`src/rtl/mux4_scan_ctrl.sv`:
```
// Scan sequencer for a 4:1 mux: steps select 0..3, waits SETTLE cycles after
// each select change, samples the mux output, and publishes a 4-bit word.
module mux4_scan_ctrl #(
  parameter int SETTLE = 1,
  parameter int CNT_W  = 8
) (
  input  logic             clk,
  input  logic             rst,
  input  logic             start,
  input  logic             cont,
  input  logic             mux_in,
  output logic [1:0]       select,
  output logic [3:0]       data_out,
  output logic             done,
  output logic             busy,
  output logic [CNT_W-1:0] scan_cnt
);

  typedef enum logic [1:0] {S_IDLE, S_SETTLE, S_SAMPLE} state_t;

  localparam logic [3:0] SET_LD = 4'(SETTLE);
  // With no settle delay a select change goes straight to sampling.
  localparam state_t     FIRST  = (SETTLE == 0) ? S_SAMPLE : S_SETTLE;

  state_t     state, state_nxt;
  logic [3:0] cnt;
  logic [2:0] shadow;
  logic       launch, step, finish;

  always_ff @(posedge clk or posedge rst) begin
    if (rst) state <= S_IDLE;
    else     state <= state_nxt;
  end

  always_comb begin
    state_nxt = state;
    unique case (state)
      S_IDLE:   if (start) state_nxt = FIRST;
      S_SETTLE: if (cnt == 4'd1) state_nxt = S_SAMPLE;
      S_SAMPLE: state_nxt = (select != 2'd3 || cont) ? FIRST : S_IDLE;
      default:  state_nxt = S_IDLE;
    endcase
  end

  always_comb begin
    launch = (state == S_IDLE && start) ||
             (state == S_SAMPLE && select == 2'd3 && cont);
    step   = (state == S_SAMPLE) && (select != 2'd3);
    finish = (state == S_SAMPLE) && (select == 2'd3);
    busy   = (state != S_IDLE);
  end

  always_ff @(posedge clk or posedge rst) begin
    if (rst) begin
      select   <= '0;
      data_out <= '0;
      done     <= 1'b0;
      scan_cnt <= '0;
      cnt      <= '0;
      shadow   <= '0;
    end else begin
      done <= finish;
      if (state == S_SETTLE) cnt <= cnt - 4'd1;
      if (launch) begin
        select <= 2'd0;
        cnt    <= SET_LD;
      end
      if (step) begin
        for (int i = 0; i < 3; i++)
          if (select == 2'(i)) shadow[i] <= mux_in;
        select <= select + 2'd1;
        cnt    <= SET_LD;
      end
      // Word is published whole on the last channel; partial scans never leak.
      if (finish) begin
        data_out <= {mux_in, shadow};
        scan_cnt <= scan_cnt + 1'b1;
      end
    end
  end

endmodule
```
`config.mk`:
```
export PLATFORM = sky130hd
export DESIGN_NAME = mux4_scan_ctrl
export DESIGN_NICKNAME = d
export VERILOG_FILES = /design/src/rtl/mux4_scan_ctrl.sv
export SDC_FILE = /design/constraint.sdc
export NUM_CORES = 1
export LEC_CHECK = 0
export ABC_AREA = 1
export BUFFER_PORTS_ARGS = -buffer_cell sky130_fd_sc_hd__buf_2
export CAP_MARGIN = 20
export CORE_UTILIZATION = 48
export CTS_CLUSTER_SIZE = 16
export DETAILED_ROUTE_END_ITERATION = 8
export GPL_TIMING_DRIVEN = 0
export PLACE_DENSITY = 0.79
export RECOVER_POWER = 50
export SYNTH_ARGS = -nofsm -noshare
export SYNTH_HDL_FRONTEND = slang
export SYNTH_SLANG_ARGS = --single-unit
```
`constraint.sdc`:
```
create_clock -name clk -period 1.2 [get_ports clk]
set_input_delay 0 -clock clk [delete_from_list [all_inputs] [get_ports clk]]
set_output_delay 0 -clock clk [all_outputs]
set_load 0.05 [all_outputs]
```
* Yosys cells after proc, flatten, opt, wreduce, memory -nomap -nowiden
Cells that the tools add are included.
W data, S select, Z words.
** Storage, ports and cells
- Output and inout bits :: 16
- Input port bits :: 5
- Logic and storage cells :: 45
- Register bits after elaboration :: 24
** Cells by class
- Muxes and demuxes :: 9
- Equality and inequality tests :: 9
- Reductions and logical operators :: 15
- Add/subtract/negate cells :: 3
** Operators with widths (number)
- $mux W4 :: 3
- $add A8 B1 Y8 const B :: 1
- $mux W2 :: 4
- $reduce_and A2 Y1 :: 4
- $eq A2 B2 Y1 const B :: 3
- $ne A2 B2 Y1 const B :: 3
- $pmux W2 S3 :: 1
- $eq A2 B1 Y1 const B :: 2
- $eq A4 B1 Y1 const B :: 1
- $logic_and A1 B1 Y1 :: 4
- $logic_not A2 Y1 :: 2
- $reduce_bool A2 Y1 :: 2
- $sub A4 B1 Y4 const B :: 1
- $reduce_bool A3 Y1 :: 1
- $add A2 B1 Y2 const B :: 1
- $logic_or A1 B1 Y1 :: 2
- $mux W1 :: 1

* Longest topological paths before layout
- Depth after elaboration :: 6
- Mapped depth :: 8
- Depth with buffers taken out :: 7

* Worst setup path before layout
No wires, ideal clock.
- Kind :: register to register
- Start point :: reg select[1]
- End point :: reg scan_cnt[4]
- Arrival :: 1432 ps
- Stages on the path, launching flop included :: 8
- Period minus slack after synthesis :: 1555 ps
- Data required time :: 1077 ps
- Path slack :: -355 ps
- Library setup time :: 123 ps
- Path buffers :: 1
- Cells stage by stage :: dfrtp_1 -> ha_1 -> inv_1 -> nor2_2 -> buf_6 -> nand2_4 -> o21ai_1 -> nand2_1
** On the way
- Cells in the longest elaborated chain, start to end :: 2
** Ends and longest elaborated chain
- start, declared :: RTL line 12 : output logic [1:0] select,
- start signal, assigned :: RTL line 71 : select <= select + 2'd1;
- $eq A2 B2 Y1 :: RTL line 49 : finish = (state == S_SAMPLE) && (select == 2'd3);
- $logic_and A1 B1 Y1 :: RTL line 49
- net finish :: RTL line 28 : logic launch, step, finish;
- end signal, assigned :: RTL line 77 : scan_cnt <= scan_cnt + 1'b1;
- end, declared :: RTL line 16 : output logic [CNT_W-1:0] scan_cnt
The timed path passes the listed nets, and every way through them passes these cells.
A chain may end at the register's enable or synchronous reset.

* Worst setup path in the final report
- Start point :: reg select[1]
- End point :: reg select[0]
** On the way
- Cells in the longest elaborated chain, start to end :: 5
- Elaborated cells on any way between the ends :: 8
- Those cells by class :: eq/ne (2); mux (1); reduce/logical (5)
** Ends and longest elaborated chain
- $eq A2 B2 Y1 :: RTL line 47 : (state == S_SAMPLE && select == 2'd3 && cont);
- $logic_and A1 B1 Y1 (2 in a row) :: RTL line 47
- $logic_or A1 B1 Y1 :: RTL line 46 : launch = (state == S_IDLE && start) ||
- $reduce_bool A2 Y1 (no source line)
Several ways; a longest one is shown, not always the timed one.

==> results.toml <==
[timing]
period_needed_ps = 1240
setup-violations-final = 6
tns_ps = -177
max_freq_mhz = 804
report.final.hold_viol_count = 0
fin_skew_ps = 4.43
slew_violations = 0
fin_crit_sh_pct = 104
worst_pin_slew_ps = 518
rsz0062_at_grt = "true"
slew_headroom_pct = 65.4
setup_ws_ps = -44.0

[pwr]
p_per_area_nw_per_um2 = 2300
irDropWorstVdd_mv = 1.80
cellLeakagePower_uw = 0.000781
power.total_uw = 3390

[floorplanning]
die_y_um = 51.3
die_w_um = 51.3
core.rowCount = 17
io_pins = 21
core_um2 = 2250
initial_core_util_pct = 51.7
die_area_um2 = 2630

[route]
drc = 0
dr.pass1.iters = 4
antenna_left = 0
vias_per_cell = 4.84
route.vias.total = 972
wirelength_um = 2260
wl_per_cell_um = 11.2
drtIter0Drc = 12

[run_status]
status = "finished with violations"
violations = "setup timing"

[placed_design]
portBuffers = 20
finalWeightedCongestion = 0.703
hpwl_um = 1530
dp_slack_ps = -54.0

[logic_synthesis]
synth-seq-area-share_pct = 51.5
syn-cell-area_um2 = 1170
yosysWarnings = 0
syn_area_per_cell_um2 = 8.21
ys_ff_latch = 24
synth_cell_type_count = 18
syn-num-nets = 154
synthCells = 142

[clock_tree]
root_buffer = "clkbuf_4"
cts_tree = "done"
clock_latency_ps = 310
cts.path.max_buffers = 2
clock_sinks = 24
cts-buffers-inserted = 3
clk_pin_slew_ps = 130
htree_levels = 1

[cells_and_area]
nNetsFinal = 186
layout_commonest_cell = "nand2_1"
final_util_pct = 65.4
antenna_cells = 0
layout_common_cells = "52 x nand2_1, 19 x buf_2, 17 x dfrtp_1, 12 x inv_1, 10 x nor2_1"
syn2layout_area_growth_pct = 26.5
drive_gt1_share_pct = 32.4

[setup_path]
start_kind = "flop"
worstPathRequired_ps = 1420
crit_fanout = 3
arrival_ps = 1460
path_class = "reg2reg"
end_kind = "flop"

[run]
cap_violations = 0

[global_routing]
grt_overflow = 0
grt_pass1_wl_um = 3510
grt_use_total_pct = 18.1
antenna_found_initial = 0
grt_start_max_net_pins = 25
first_global_vias = 901

[worst_hold_path]
hp-class = "in2reg"
-- what timing repair did --
item / 4_1_cts / 5_1_grt
setup endpoints to repair: 8 / 22
cloned: 1 / 0
endpoints found under the hold margin: 25 / 0
gates resized for setup: 5 / 10
buffers inserted: 4 / 0
pin swaps: 2 / 2
hold buffers: 2 / 0
-- metrics by stage --
stage,std cells,hold WS (ps),cell area [um^2]
final,201,146,1480
after global routing,201,156,1480
after floorplan,142,14.1,1200
after CTS,201,97.0,1450
after detailed placement,190,235,1330
after global placement,190,231,1330
-- flip-flops by register name, summed over array words and instances, names as in the netlist --
| signal | cells |
|---|---|
| state | 2 |
| shadow | 3 |
| cnt | 4 |
| data_out | 4 |
| select | 2 |
| done | 1 |
| scan_cnt | 8 |
-- critical path: stages, from the launching register on --
cell and delay [ps]:
dfrtp_2 460, ha_4 180, inv_4 60, nor2_2 40
o21ai_2 200, buf_4 170, o21ai_2 50
-- cell usage after synthesis --
cell | count | area, um^2
o21ai_0 | 7 | 35.0
nor2_1 | 12 | 45.0
or2_1 | 1 | 6.26
inv_2 | 2 | 7.51
a21oi_1 | 1 | 5.00
nand2_2 | 1 | 6.26
ha_1 | 7 | 87.6
nand2_1 | 54 | 203
xnor2_1 | 2 | 17.5
nand3_1 | 5 | 25.0
buf_6 | 1 | 11.3
o21ai_1 | 3 | 15.0
nor3_1 | 1 | 5.00
nand2_4 | 1 | 11.3
inv_1 | 17 | 63.8
xor2_1 | 1 | 8.76
dfrtp_1 | 24 | 601
nor2_2 | 2 | 12.5
-- where the power goes --
part | switching, uW | internal [uW]
logic | 1090 | 469
clock network | 242 | 337
registers | 183 | 1070
total | 1520 | 1870
-- path summary, 6_finish.rpt --
path,end,from,slack (ps),depth (start not counted)
worst min register to register,data_out[2],data_out[2],500,2
worst min-delay path,state[0],start,150,5
worst max register to register,select[0],select[1],-40,6
max in group asynchronous,scan_cnt[4],rst,630,3
min in group asynchronous,scan_cnt[6],rst,250,3
worst max-delay path,select[0],select[1],-40,6
-- routing by layer --
metal	vias up	track usage, %	wire length (um)
met4	0	5.86	0
met1	456	18.4	989
met2	20	36.4	1200
met5	-	0	0
li1	496	-	-
met3	0	2.98	71
-- cells by family after synthesis --
kind of cell	count (synthesis)	synth area share [%]
simple gates	77	26.9
buf+inv	20	7.08
fa+ha+maj	7	7.51
xor+xnor	3	2.25
compound gates	11	4.72
flops	24	51.5
-- area by class of cell --
| cell class | count | area (um^2) |
|---|---|---|
| clock inverters | 1 | 30.0 |
| flip-flops and latches | 24 | 609 |
| well taps | 28 | 35.0 |
| plain buffers | 1 | 11.3 |
| repair buffers | 27 | 154 |
| clock buffers | 3 | 22.5 |
| inverters | 19 | 82.6 |
| multi-input cells | 98 | 531 |
| fillers | 191 | 779 |
(Power assumes the default switching activity.)
